==> config.mk <==
export PLATFORM = sky130hd
export DESIGN_NAME = mesi_cache_ctrl_flat
export DESIGN_NICKNAME = d
export VERILOG_FILES = /design/src/rtl/mesi_cache_ctrl_pkg.sv /design/src/rtl/mesi_cache_ctrl_if.sv /design/src/rtl/mesi_cache_ctrl_line_array.sv /design/src/rtl/mesi_cache_ctrl.sv /design/src/flat_wrapper.sv
export SDC_FILE = /design/constraint.sdc
export NUM_CORES = 1
export LEC_CHECK = 0
export BUFFER_PORTS_ARGS = -buffer_cell sky130_fd_sc_hd__buf_2
export CAP_MARGIN = 20
export CORE_UTILIZATION = 38
export CTS_BUF_LIST = sky130_fd_sc_hd__clkbuf_8
export DETAILED_ROUTE_END_ITERATION = 6
export GPL_ROUTABILITY_DRIVEN = 0
export HOLD_SLACK_MARGIN = 0.1
export PLACE_DENSITY_LB_ADDON = 0.05
export SKIP_CTS_REPAIR_TIMING = 1
export SLEW_MARGIN = 20
export SYNTH_ARGS = -nofsm -noshare
export SYNTH_HDL_FRONTEND = slang
export SYNTH_HIERARCHICAL = 1
export SYNTH_SLANG_ARGS = --single-unit
==> constraint.sdc <==
create_clock -name clk_i -period 4.1 [get_ports clk_i]
set_clock_uncertainty 0.1 [all_clocks]
set_input_delay 0 -clock clk_i [delete_from_list [all_inputs] [get_ports clk_i]]
set_output_delay 0 -clock clk_i [all_outputs]
set_load 0.01 [all_outputs]
==> src/rtl/mesi_cache_ctrl_pkg.sv <==
// Shared encodings and the snoop transition function for the MESI controller.
package mesi_pkg;

   localparam logic [2:0] BUS_IDLE = 3'd0;
   localparam logic [2:0] BUS_RD   = 3'd1;
   localparam logic [2:0] BUS_RDX  = 3'd2;
   localparam logic [2:0] BUS_UPGR = 3'd3;

   typedef enum logic [1:0] {
      LINE_I = 2'd0,
      LINE_S = 2'd1,
      LINE_E = 2'd2,
      LINE_M = 2'd3
   } line_state_t;

   typedef enum logic [1:0] {
      ST_IDLE = 2'd0,
      ST_ARB  = 2'd1,
      ST_XFER = 2'd2,
      ST_WAIT = 2'd3
   } fsm_state_t;

   typedef struct packed {
      line_state_t nxt;
      logic        flush;
      logic        shared;
   } snoop_res_t;

   function automatic snoop_res_t mesi_snoop_next(line_state_t st, logic [2:0] msg);
      snoop_res_t r;
      r.nxt    = st;
      r.flush  = 1'b0;
      r.shared = 1'b0;
      case (st)
         LINE_M: begin
            if (msg == BUS_RD) begin
               r.nxt    = LINE_S;
               r.flush  = 1'b1;
               r.shared = 1'b1;
            end else if (msg == BUS_RDX) begin
               r.nxt   = LINE_I;
               r.flush = 1'b1;
            end
         end
         LINE_E, LINE_S: begin
            if (msg == BUS_RD) begin
               r.nxt    = LINE_S;
               r.shared = 1'b1;
            end else if (msg == BUS_RDX || msg == BUS_UPGR) begin
               r.nxt = LINE_I;
            end
         end
         default: ;
      endcase
      return r;
   endfunction

endpackage

==> src/rtl/mesi_cache_ctrl_if.sv <==
// Processor-side handshake and snooping-bus signals of one coherence controller.
interface mesi_cache_ctrl_if #(
   parameter int ADDR_W = 2
);
   localparam int NUM_LINES = 2 ** ADDR_W;

   logic                   pr_req_i;
   logic                   pr_we_i;
   logic [ADDR_W-1:0]      pr_addr_i;
   logic                   pr_ready_o;
   logic                   pr_done_o;
   logic                   bus_req_o;
   logic                   bus_gnt_i;
   logic [2:0]             bus_msg_o;
   logic [ADDR_W-1:0]      bus_addr_o;
   logic [2:0]             bus_msg_i;
   logic [ADDR_W-1:0]      bus_addr_i;
   logic                   bus_shared_i;
   logic                   bus_shared_o;
   logic                   data_valid_i;
   logic                   flush_o;
   logic [2*NUM_LINES-1:0] line_state_o;

   modport master (
      input  pr_req_i, pr_we_i, pr_addr_i, bus_gnt_i, bus_msg_i, bus_addr_i,
             bus_shared_i, data_valid_i,
      output pr_ready_o, pr_done_o, bus_req_o, bus_msg_o, bus_addr_o,
             bus_shared_o, flush_o, line_state_o
   );

   modport slave (
      output pr_req_i, pr_we_i, pr_addr_i, bus_gnt_i, bus_msg_i, bus_addr_i,
             bus_shared_i, data_valid_i,
      input  pr_ready_o, pr_done_o, bus_req_o, bus_msg_o, bus_addr_o,
             bus_shared_o, flush_o, line_state_o
   );

endinterface

==> src/rtl/mesi_cache_ctrl_line_array.sv <==
// Per-line MESI state registers with a snoop update path and a local update path.
module mesi_line_array
   import mesi_pkg::*;
#(
   parameter int ADDR_W = 2
) (
   input  logic                            clk,
   input  logic                            rst_n,
   input  logic                            snoop_en,
   input  logic [ADDR_W-1:0]               snoop_addr,
   input  logic [2:0]                      snoop_msg,
   input  logic                            upd_en,
   input  logic [ADDR_W-1:0]               upd_addr,
   input  line_state_t                     upd_state,
   output line_state_t [2**ADDR_W-1:0]     adj,
   output logic [2*(2**ADDR_W)-1:0]        state_flat,
   output logic                            flush,
   output logic                            shared
);
   localparam int NUM_LINES = 2 ** ADDR_W;

   line_state_t [NUM_LINES-1:0] cur;
   snoop_res_t                  res;

   always_comb begin
      res    = mesi_snoop_next(cur[snoop_addr], snoop_msg);
      adj    = cur;
      flush  = 1'b0;
      shared = 1'b0;
      if (snoop_en) begin
         adj[snoop_addr] = res.nxt;
         flush           = res.flush;
         shared          = res.shared;
      end
   end

   // The local update is derived from adj, so it already accounts for any same-cycle snoop.
   always_ff @(posedge clk or negedge rst_n) begin
      if (!rst_n) begin
         for (int i = 0; i < NUM_LINES; i++) cur[i] <= LINE_I;
      end else begin
         cur <= adj;
         if (upd_en) cur[upd_addr] <= upd_state;
      end
   end

   assign state_flat = cur;

endmodule

==> src/rtl/mesi_cache_ctrl.sv <==
// Per-CPU MESI coherence controller: processor handshake, bus arbitration, snooping.
module mesi_cache_ctrl
   import mesi_pkg::*;
#(
   parameter int ADDR_W = 2,
   parameter int CPU_ID = 0
) (
   input logic               clk_i,
   input logic               rst_i,
   mesi_cache_ctrl_if.master cif
);
   localparam int NUM_LINES = 2 ** ADDR_W;

   fsm_state_t                  state, state_nxt;
   logic                        op_we, op_we_nxt;
   logic [ADDR_W-1:0]           op_addr, op_addr_nxt;
   logic                        done_q, done_nxt;
   logic                        miss_done_q, miss_done_nxt;
   logic                        snoop_en, upd_en;
   logic [ADDR_W-1:0]           upd_addr;
   line_state_t                 upd_state;
   line_state_t [NUM_LINES-1:0] adj;
   line_state_t                 req_line, cur_line;
   logic [2:0]                  msg;

   assign snoop_en = (cif.bus_msg_i != BUS_IDLE) && !cif.bus_gnt_i;
   assign req_line = adj[cif.pr_addr_i];
   assign cur_line = adj[op_addr];

   mesi_line_array #(.ADDR_W(ADDR_W)) u_lines (
      .clk        (clk_i),
      .rst_n      (rst_i),
      .snoop_en   (snoop_en),
      .snoop_addr (cif.bus_addr_i),
      .snoop_msg  (cif.bus_msg_i),
      .upd_en     (upd_en),
      .upd_addr   (upd_addr),
      .upd_state  (upd_state),
      .adj        (adj),
      .state_flat (cif.line_state_o),
      .flush      (cif.flush_o),
      .shared     (cif.bus_shared_o)
   );

   always_ff @(posedge clk_i or negedge rst_i) begin
      if (!rst_i) begin
         state       <= ST_IDLE;
         op_we       <= 1'b0;
         op_addr     <= '0;
         done_q      <= 1'b0;
         miss_done_q <= 1'b0;
      end else begin
         state       <= state_nxt;
         op_we       <= op_we_nxt;
         op_addr     <= op_addr_nxt;
         done_q      <= done_nxt;
         miss_done_q <= miss_done_nxt;
      end
   end

   always_comb begin
      state_nxt     = state;
      op_we_nxt     = op_we;
      op_addr_nxt   = op_addr;
      done_nxt      = 1'b0;
      miss_done_nxt = 1'b0;
      upd_en        = 1'b0;
      upd_addr      = op_addr;
      upd_state     = LINE_I;
      msg           = BUS_IDLE;
      case (state)
         ST_IDLE: begin
            if (cif.pr_req_i && !miss_done_q) begin
               op_we_nxt   = cif.pr_we_i;
               op_addr_nxt = cif.pr_addr_i;
               if (!cif.pr_we_i && req_line != LINE_I) begin
                  done_nxt = 1'b1;
               end else if (cif.pr_we_i && req_line == LINE_M) begin
                  done_nxt = 1'b1;
               end else if (cif.pr_we_i && req_line == LINE_E) begin
                  done_nxt  = 1'b1;
                  upd_en    = 1'b1;
                  upd_addr  = cif.pr_addr_i;
                  upd_state = LINE_M;
               end else begin
                  state_nxt = ST_ARB;
               end
            end
         end
         ST_ARB: if (cif.bus_gnt_i) state_nxt = ST_XFER;
         ST_XFER: begin
            // A line snooped away to I while arbitrating must refetch with RDX.
            if (op_we && cur_line == LINE_S) begin
               msg           = BUS_UPGR;
               upd_en        = 1'b1;
               upd_state     = LINE_M;
               done_nxt      = 1'b1;
               miss_done_nxt = 1'b1;
               state_nxt     = ST_IDLE;
            end else begin
               msg       = op_we ? BUS_RDX : BUS_RD;
               state_nxt = ST_WAIT;
            end
         end
         ST_WAIT: begin
            if (cif.data_valid_i) begin
               upd_en        = 1'b1;
               upd_state     = op_we ? LINE_M : (cif.bus_shared_i ? LINE_S : LINE_E);
               done_nxt      = 1'b1;
               miss_done_nxt = 1'b1;
               state_nxt     = ST_IDLE;
            end
         end
         default: state_nxt = ST_IDLE;
      endcase
   end

   assign cif.pr_ready_o = rst_i && (state == ST_IDLE) && !miss_done_q;
   assign cif.pr_done_o  = done_q;
   assign cif.bus_req_o  = (state != ST_IDLE);
   assign cif.bus_msg_o  = msg;
   assign cif.bus_addr_o = (state == ST_XFER) ? op_addr : '0;

endmodule

==> src/flat_wrapper.sv <==
// flat-port wrapper written by rule: the top's interface ports become plain ports
module mesi_cache_ctrl_flat import mesi_pkg::*;
#(
   parameter int ADDR_W = 2,
   parameter int CPU_ID = 0
)
  (clk_i, rst_i, cif_pr_req_i, cif_pr_we_i, cif_pr_addr_i, cif_bus_gnt_i, cif_bus_msg_i, cif_bus_addr_i, cif_bus_shared_i, cif_data_valid_i, cif_pr_ready_o, cif_pr_done_o, cif_bus_req_o, cif_bus_msg_o, cif_bus_addr_o, cif_bus_shared_o, cif_flush_o, cif_line_state_o);
  mesi_cache_ctrl_if #(.ADDR_W(ADDR_W)) cif_i ();
  input logic clk_i;
  input logic rst_i;
  input wire logic [$bits(cif_i.pr_req_i)-1:0] cif_pr_req_i;
  input wire logic [$bits(cif_i.pr_we_i)-1:0] cif_pr_we_i;
  input wire logic [$bits(cif_i.pr_addr_i)-1:0] cif_pr_addr_i;
  input wire logic [$bits(cif_i.bus_gnt_i)-1:0] cif_bus_gnt_i;
  input wire logic [$bits(cif_i.bus_msg_i)-1:0] cif_bus_msg_i;
  input wire logic [$bits(cif_i.bus_addr_i)-1:0] cif_bus_addr_i;
  input wire logic [$bits(cif_i.bus_shared_i)-1:0] cif_bus_shared_i;
  input wire logic [$bits(cif_i.data_valid_i)-1:0] cif_data_valid_i;
  output wire logic [$bits(cif_i.pr_ready_o)-1:0] cif_pr_ready_o;
  output wire logic [$bits(cif_i.pr_done_o)-1:0] cif_pr_done_o;
  output wire logic [$bits(cif_i.bus_req_o)-1:0] cif_bus_req_o;
  output wire logic [$bits(cif_i.bus_msg_o)-1:0] cif_bus_msg_o;
  output wire logic [$bits(cif_i.bus_addr_o)-1:0] cif_bus_addr_o;
  output wire logic [$bits(cif_i.bus_shared_o)-1:0] cif_bus_shared_o;
  output wire logic [$bits(cif_i.flush_o)-1:0] cif_flush_o;
  output wire logic [$bits(cif_i.line_state_o)-1:0] cif_line_state_o;
  assign cif_i.pr_req_i = cif_pr_req_i;
  assign cif_i.pr_we_i = cif_pr_we_i;
  assign cif_i.pr_addr_i = cif_pr_addr_i;
  assign cif_i.bus_gnt_i = cif_bus_gnt_i;
  assign cif_i.bus_msg_i = cif_bus_msg_i;
  assign cif_i.bus_addr_i = cif_bus_addr_i;
  assign cif_i.bus_shared_i = cif_bus_shared_i;
  assign cif_i.data_valid_i = cif_data_valid_i;
  assign cif_pr_ready_o = cif_i.pr_ready_o;
  assign cif_pr_done_o = cif_i.pr_done_o;
  assign cif_bus_req_o = cif_i.bus_req_o;
  assign cif_bus_msg_o = cif_i.bus_msg_o;
  assign cif_bus_addr_o = cif_i.bus_addr_o;
  assign cif_bus_shared_o = cif_i.bus_shared_o;
  assign cif_flush_o = cif_i.flush_o;
  assign cif_line_state_o = cif_i.line_state_o;
  mesi_cache_ctrl #(.ADDR_W(ADDR_W), .CPU_ID(CPU_ID)) u_core (.clk_i(clk_i), .rst_i(rst_i), .cif(cif_i));
endmodule
==> impl_metrics.toml, run 1 <==
[route]
drt-pass1-iter-count = 4
drc = 0
vias = 1183
antenna_left = 0
routed_wl_mm = 3.34
drtIter0Drc = 73
wire_per_inst_um = 15.2
viasPerCell = 5.38

[finish]
nFillCells = 321
area_growth_pct = 26.5
antennaDiodeCount = 0
drive_above_1_share = 0.364
final_util = 0.519
final_cells = 220
layout.nets = 193

[job]
maxCapViolations = 0

[yosys]
yosysMostFrequentCell = "dfrtp_1"
synth_common_cells = "dfrtp_1 (15), nor2_1 (10), a21oi_1 (8), inv_1 (7), mux2i_1 (7)"
synth-main-ff-cell = "dfrtp_1"
synth_edf_count = 0
yosysWarnings = 6
post_synth.cell_area_avg_um2 = 9.58
ys_seq_elements = 15
netlist_instances = 135
syn-cell-area_um2 = 1290
yosys.cell_types.count = 48
syn_nets = 151
synth_top_cells_by_area = "dfrtp_1 (29%), mux2i_1 (5.4%), mux2_2 (5.2%)"
synth_top_area_share = 0.290
synth_top_cell_by_area = "dfrtp_1"
synthArstFlopShare = 1.00
yosysSeqAreaShare = 0.290

[floorplanning]
pin_count = 32
die_w_um = 60.4
core_area_um2 = 3150
row_count = 20
fp.dieArea_um2 = 3640
floorplan.initialDensity = 0.410
die_height_um = 60.4

[clock_tree]
clock_latency_ns = 0.24
cts_root_buf = "clkbuf_8"
cts_htree_levels = 1
clk_pin_slew_ns = 0.06
clock_sinks = 15
cts_made_buffers = 3
cts_tree = "yes"
clockBufferDepth = 2

[place]
dpl.hpwl_mm = 2.54
placedCellCount = 209
port_buffers = 30
post-place-ws_ns = 0.0316

[power]
power.leakage_uw = 0.000783
vdd_drop_max_mv = 0.294
power_uw = 1150
p_per_area_nw_per_um2 = 701

[critical_path]
r2r_end = "u_core/u_lines/state_flat[1]$_DFF_PN0_"
rrSetupSlack_ns = 0.17
slowest_stage = "mux4_2"
crit_type = "reg2reg"
rr_worst_depth = 13
critPathRequiredTime_ns = 4.10
critPathArrivalTime_ns = 3.93
cp_max_fo = 8
setup.worst_path.end_class = "register"
timing.rr.start = "u_core/u_lines/state_flat[4]$_DFF_PN0_"
crit_chain = "mux4_2 > ha_2 > a21bo_2 > a21oi_1 > o21ba_2 > a21boi_0 > mux2_2 > and3_1 > o211ai_4 > mux2_4 > or3b_4 > mux2i_1 > a31oi_1"
critPathLaunchType = "register"
slowest_delay_ns = 0.53

[global_route]
grt_overflow = 0
grt_first_pass_wirelength_mm = 5.18
grt_pass1_vias = 1122
grt_usage = 0.194
grt_max_degree = 17
antenna_found_initial = 0

[timing]
setup-tns-final_ns = 0
worst_pin_slew_ns = 0.576
setup_viol = 0
timing.final.ws_setup_ns = 0.171
finalMaxSlewViolations = 0
min_period_over_period = 0.958
max_freq_ghz = 0.255
hold_violations = 0
min_period_ns = 3.93
maxSlewHeadroom = 0.615

[worst_hold_path]
min_path_type = "in2async"

[status]
outcome = "completed"
==> per-stage QoR <==
| step | area (um2) | hold WS (ns) |
|---|---|---|
| 4_1_cts | 1540 | -0.433 |
| 3_5_place_dp | 1490 | -0.163 |
| 2_1_floorplan | 1290 | -0.396 |
| 6_report | 1640 | 0.108 |
| 3_3_place_gp | 1490 | -0.166 |
| 5_1_grt | 1640 | 0.154 |
==> critical path: cells and delay by family (launching register included) <==
kind                     cells  cell delay, ns
flip-flops                   1            0.41
AO/OA/AOI/OAI                6            1.05
multiplexers                 4            1.34
adder cells (fa/ha/maj)      1            0.25
AND/OR/NAND/NOR              2            0.62
==> kinds of logic after synthesis <==
| logic type | Yosys count | share of synthesized area |
|---|---|---|
| buffers and inverters | 12 | 0.0503 |
| flip-flops | 15 | 0.290 |
| AO/OA/AOI/OAI | 37 | 0.208 |
| XOR/XNOR | 1 | 0.00677 |
| adder cells (fa/ha/maj) | 2 | 0.0193 |
| multiplexers | 19 | 0.202 |
| AND/OR/NAND/NOR | 48 | 0.221 |
| other | 1 | 0.00290 |
==> state kept, by name, summed over array words and instances (netlist names) <==
register / count
u_core/u_lines/state_flat: 8
u_core/op_addr: 2
u_core/op_we: 1
u_core/state: 2
u_core/miss_done_q: 1
u_core/cif.pr_done_o: 1
==> layout by cell type (no fill, tap or decap), drive strengths merged, types with 3 or more instances in the layout <==
cell and instances:
buf 35, dfrtp 15, nor2 11, a21oi 9, inv 8, mux2 8, mux2i 7, dlygate4sd3 6
nand2 6, a31oi 6, nor2b 5, and3 5, mux4 4, o21ai 4, a21boi 4, clkbuf 3
nand3b 3, nand2b 3, and2 3, nor3b 3
==> per-layer routing <==
metal / wire (um) / global-route usage / part of all wire
met5: 0 / 0 / 0
met4: 32 / 0.0764 / 0.0096
met3: 204 / 0.0384 / 0.061
met2: 1540 / 0.298 / 0.46
met1: 1560 / 0.268 / 0.47
==> worst max-delay path by stage <==
stage,from,end,cells past startpoint
after CTS,u_core/u_lines/state_flat[4]$_DFF_PN0_,u_core/u_lines/state_flat[1]$_DFF_PN0_,13
after global placement,u_core/u_lines/state_flat[4]$_DFF_PN0_,u_core/u_lines/state_flat[1]$_DFF_PN0_,13
after floorplan,u_core/u_lines/state_flat[6]$_DFF_PN0_,u_core/u_lines/state_flat[1]$_DFF_PN0_,13
final,u_core/u_lines/state_flat[4]$_DFF_PN0_,u_core/u_lines/state_flat[1]$_DFF_PN0_,13
after detailed placement,u_core/u_lines/state_flat[4]$_DFF_PN0_,u_core/u_lines/state_flat[1]$_DFF_PN0_,13
after global routing,u_core/u_lines/state_flat[4]$_DFF_PN0_,u_core/u_lines/state_flat[1]$_DFF_PN0_,14
==> cell type report <==
class	instances	area [um2]	share of cell area
clock inverters	1	5.00	0.00306
clock buffers	3	41.3	0.0252
multi-input cells	108	882	0.539
flip-flops and latches	15	375	0.229
repair buffers	41	248	0.151
well taps	44	55.1	0.0336
inverters	8	30.0	0.0183
==> report_power, final <==
part           switching, uW  internal [uW]  total, uW  leakage [uW]
clock network           50.9           67.2        118     0.0000255
logic                    385            357        741      0.000570
registers               70.1            218        288      0.000188
Note: power is estimated with default switching activity, not from simulation.
==> run 2, diff against run 1 <==
--- a/config.mk
+++ b/config.mk
@@ -8,11 +8,10 @@
 export BUFFER_PORTS_ARGS = -buffer_cell sky130_fd_sc_hd__buf_2
 export CAP_MARGIN = 20
 export CORE_UTILIZATION = 38
-export CTS_BUF_LIST = sky130_fd_sc_hd__clkbuf_8
 export DETAILED_ROUTE_END_ITERATION = 6
 export GPL_ROUTABILITY_DRIVEN = 0
 export HOLD_SLACK_MARGIN = 0.1
-export PLACE_DENSITY_LB_ADDON = 0.05
+export PLACE_DENSITY = 0.65
 export SKIP_CTS_REPAIR_TIMING = 1
 export SLEW_MARGIN = 20
 export SYNTH_ARGS = -nofsm -noshare
==> run 2 against run 1 <==
Global-route usage is 0.77 points higher; largest power group unchanged; power is 4.9% lower; combinational power is 2.8% lower.
==> impl_metrics.toml, run 2 (same netlist as run 1, synthesis figures left out) <==
[finish]
multiInputGateArea_um2 = 855
layout.cells.most_common = "buf_2"
largest_reg_flops = 8
final_cells = 222
drive_above_1_share = 0.360
layout.nets = 195
seq_area_um2 = 375
nFillCells = 316
antennaDiodeCount = 0
area_growth_pct = 24.3
layout.cells.most_common_list = "buf_2 (30), dfrtp_1 (15), nor2_1 (10)"

[power]
p_per_area_nw_per_um2 = 679
vdd_drop_max_mv = 0.350
power.leakage_uw = 0.000785

[critical_path]
rr_worst_depth = 13
critPathArrivalTime_ns = 4.02
cp.buffers_inverters = 0
slowest_delay_ns = 0.53
crit_chain = "mux4_2 > ha_2 > a21bo_2 > o221ai_2 > and3_2 > nor2_1 > or3b_1 > a21oi_2 > o211ai_4 > mux2_4 > or3b_4 > mux2i_1 > a31oi_1"
critPathRequiredTime_ns = 4.21
crit_type = "reg2reg"
slowest_stage = "mux4_2"
path_delay_family = "simple AND/OR/NAND/NOR gates"
cp_max_fo = 5
setup.worst_path.end_class = "register"
rrSetupSlack_ns = 0.19
critPathLaunchType = "register"
crit_cells = 13

[floorplanning]
core_area_um2 = 3150
floorplan.initialDensity = 0.410
fp.dieArea_um2 = 3640
die_w_um = 60.4
die_height_um = 60.4
pin_count = 32
row_count = 20

[clock_tree]
clock_sinks = 15
cts_made_buffers = 3
cts_tree = "yes"
clock_latency_ns = 0.28
cts_root_buf = "clkbuf_4"
clockBufferDepth = 2
clk_pin_slew_ns = 0.09
cts_htree_levels = 1

[global_route]
grt_max_degree = 17
grt.busiest_layer = "met2"
met2_usage = 0.331
met3_usage = 0.0235
met1_usage = 0.269
grt_usage = 0.201
grt_pass1_vias = 1150
grt_first_pass_wirelength_mm = 5.37
antenna_found_initial = 0
grt_overflow = 0

[timing]
hold_violations = 0
max_freq_ghz = 0.256
rsz0062_at_grt = "false"
min_period_over_period = 0.953
setup-tns-final_ns = 0
setup_viol = 0
finalMaxSlewViolations = 0
maxSlewHeadroom = 0.526
worst_pin_slew_ns = 0.709
min_period_ns = 3.91

[route]
drc = 0
antenna_left = 0
viasPerCell = 5.43
wire_per_inst_um = 15.1
drt-pass1-iter-count = 4
routed_wl_mm = 3.36
drtIter0Drc = 69
vias = 1206

[worst_hold_path]
hold_depth = 3
min_path_type = "in2reg"

[job]
maxCapViolations = 0

[status]
outcome = "completed"

[place]
placedCellCount = 208
dpl.hpwl_mm = 2.62
port_buffers = 30
## run 2: cell count changes in the layout (fill, tap and decap cells not counted), moves of 2 or more
cell and change:
clkbuf_4 +3, a21boi_1 +2, a21boi_0 -2, clkbuf_8 -3
## run 2: final timing paths
kind / from / to
min in group asynchronous: rst_i / u_core/state[0]$_DFFE_PN0P_
max in group asynchronous: rst_i / u_core/u_lines/state_flat[7]$_DFF_PN0_
setup / recovery: u_core/u_lines/state_flat[6]$_DFF_PN0_ / u_core/u_lines/state_flat[1]$_DFF_PN0_
setup reg to reg: u_core/u_lines/state_flat[6]$_DFF_PN0_ / u_core/u_lines/state_flat[1]$_DFF_PN0_
hold / removal: cif_bus_addr_i[0] / u_core/u_lines/state_flat[5]$_DFF_PN0_
hold reg to reg: u_core/op_addr[0]$_DFFE_PN0P_ / u_core/op_addr[0]$_DFFE_PN0P_
## run 2: per-stage QoR
step / util / area, um2 / power [uW] / worst slack, ns / hold WS, ns
global placement: 0.471 / 1490 / 947 / 0.127 / -0.173
detailed placement: 0.471 / 1490 / 964 / 0.0382 / -0.156
global route: 0.510 / 1610 / 1190 / 0.00805 / 0.124
CTS: 0.480 / 1510 / 1060 / 0.00754 / -0.489
finish: 0.510 / 1610 / 1090 / 0.191 / 0.0788
floorplan: - / 1290 / 750 / 0.278 / -0.396
## run 2: worst min-delay path, stage by stage
cell and delay, ns:
buf_2 0.17, nor2_1 0.12, a31oi_1 0.13
## run 2: layout make-up
class,count,area share
sequential,15,0.233
tap,44,0.0342
clock inverter,1,0.00311
multi-input combinational,108,0.532
timing repair buffer,43,0.165
inverter,8,0.0187
clock buffer,3,0.0140
## run 2: power breakdown
| part | total, uW | switching [uW] | internal, uW |
|---|---|---|---|
| combinational | 720 | 378 | 342 |
| sequential | 284 | 66.5 | 218 |
| clock | 87.3 | 51.0 | 36.2 |
| total | 1090 | 496 | 596 |
## run 2: routing by layer
layer / up-vias / part of all wire
li1: 586 / -
met1: 579 / 0.46
met2: 34 / 0.48
met3: 7 / 0.042
met4: 0 / 0.021
met5: - / 0
==> run 3, diff against run 2 <==
==> constraint.sdc (replaced) <==
create_clock -name clk_i -period 4.1 [get_ports clk_i]
set_clock_uncertainty 0.1 [all_clocks]
set_input_delay 0.205 -clock clk_i [delete_from_list [all_inputs] [get_ports clk_i]]
set_output_delay 0.205 -clock clk_i [all_outputs]
set_load 0.01 [all_outputs]
==> run 3 against run 2 <==
Die area unchanged; critical path type unchanged; count of clock-buffer cells in the layout is the same; non-clock buffer count shrank 6; highest routed layer unchanged; global-route usage fell by 0.85 points; sequential cell count did not move; sequential share of layout area grew 0.60 points; power is 2.5% higher; critical endpoint unchanged; cell count is 2.7% lower; worst setup slack lost 0.017 ns; cell area is 2.5% lower.
==> impl_metrics.toml, run 3 (same netlist as run 1, synthesis figures left out) <==
[status]
outcome = "completed"

[timing]
max_freq_ghz = 0.255
finalMaxSlewViolations = 0
min_period_ns = 3.93
min_period_over_period = 0.958
setup_viol = 0
rsz0062_at_grt = "false"
maxSlewHeadroom = 0.638
hold_violations = 0
worst_pin_slew_ns = 0.537

[clock_tree]
clk_pin_slew_ns = 0.10
cts_tree = "yes"
clock_sinks = 15
cts_made_buffers = 3
cts_htree_levels = 1
clockBufferDepth = 2
cts_root_buf = "clkbuf_4"
clock_latency_ns = 0.29

[floorplanning]
floorplan.initialDensity = 0.410
row_count = 20
pin_count = 32
fp.dieArea_um2 = 3640
core_area_um2 = 3150
die_height_um = 60.4
die_w_um = 60.4

[power]
p_per_area_nw_per_um2 = 714
power.leakage_uw = 0.000759
vdd_drop_max_mv = 0.261

[critical_path]
cp_max_fo = 5
slowest_delay_ns = 0.53
crit_type = "reg2reg"
critPathArrivalTime_ns = 4.05
setup.worst_path.end_class = "register"
critPathLaunchType = "register"
crit_chain = "mux4_2 > inv_1 > ha_1 > o21bai_1 > o32a_1 > and3_2 > nor2_1 > or3b_1 > a21oi_2 > o211ai_4 > mux2_4 > or3b_4 > mux2i_1 > a31oi_1"
slowest_stage = "mux4_2"
critPathRequiredTime_ns = 4.22

[global_route]
grt_usage = 0.193
grt_max_degree = 17
grt_first_pass_wirelength_mm = 5.15
grt_pass1_vias = 1128
antenna_found_initial = 0
grt_overflow = 0

[job]
maxCapViolations = 0

[finish]
final_util = 0.497
layout.nets = 189
final_cells = 216
area_growth_pct = 21.2
largest_reg_flops = 8
drive_above_1_share = 0.372
layout.cells.most_common = "buf_2"
layout.cells.most_common_list = "buf_2 (30), dfrtp_1 (15), nor2_1 (10)"
antennaDiodeCount = 0
nFillCells = 318

[place]
placedCellCount = 207
dpl.hpwl_mm = 2.62
port_buffers = 30

[route]
drtIter0Drc = 43
viasPerCell = 5.55
vias = 1198
antenna_left = 0
wire_per_inst_um = 15.4
routed_wl_mm = 3.32
drt-pass1-iter-count = 5
drc = 0

[worst_hold_path]
min_path_type = "in2reg"
## run 3: changes by cell type in the layout (fill, tap and decap cells not counted), sizes merged
cell	previous run	this run
clkinvlp	0	1
dlygate4sd3	7	1
clkinv	1	0
## run 3: per-stage QoR
stage	instance area (um2)	setup WS, ns	setup TNS, ns	power (uW)	hold WS [ns]
floorplan	1290	0.278	0	750	-0.191
global placement	1480	0.0918	0	940	0.0290
detailed placement	1480	0.0282	0	962	0.0352
CTS	1510	-0.0122	-0.0122	1060	-0.298
global route	1570	0.00859	0	1210	0.118
finish	1570	0.174	0	1120	0.117
## run 3: worst max-delay path, delay by kind of cell (launching register included)
kind,cells,cell delay (ns)
adders and majority gates,1,0.28
AOI/OAI and AO/OA,5,0.90
DFF,1,0.42
muxes,3,0.99
and+or+nand+nor,4,1.10
buffers and inverters,1,0.08
## run 3: report_power, final
part	total, uW	switching [uW]	leakage, uW	internal (uW)
logic	743	389	0.000557	354
registers	287	68.9	0.000188	218
clock network	90.1	53.1	0.0000139	37.1
## run 3: routing by layer
metal	GRT usage	vias up	share of wire
met5	0	-	0
met4	0.0731	0	0.0036
met3	0.0213	2	0.034
met2	0.325	34	0.51
met1	0.255	588	0.45
li1	-	574	-
## run 3: path summary, 6_finish.rpt
check | slack [ns] | to | cells past startpoint | start
min reg2reg | 0.51 | u_core/op_addr[0]$_DFFE_PN0P_ | 1 | u_core/op_addr[0]$_DFFE_PN0P_
max reg2reg | 0.17 | u_core/u_lines/state_flat[1]$_DFF_PN0_ | 14 | u_core/u_lines/state_flat[6]$_DFF_PN0_
min | 0.12 | u_core/state[1]$_DFFE_PN0P_ | 3 | cif_bus_gnt_i
max in group asynchronous | 3.40 | u_core/u_lines/state_flat[2]$_DFF_PN0_ | 2 | rst_i
max | 0.17 | u_core/u_lines/state_flat[1]$_DFF_PN0_ | 14 | u_core/u_lines/state_flat[6]$_DFF_PN0_
min in group asynchronous | 0.24 | u_core/state[0]$_DFFE_PN0P_ | 2 | rst_i
## run 3: final cells by class
class	count	area, um2	area share
multi-input cells	108	872	0.556
well taps	44	55.1	0.0351
flip-flops and latches	15	375	0.239
clock inverters	1	7.51	0.00479
inverters	8	30.0	0.0192
repair buffers	37	205	0.131
clock buffers	3	22.5	0.0144
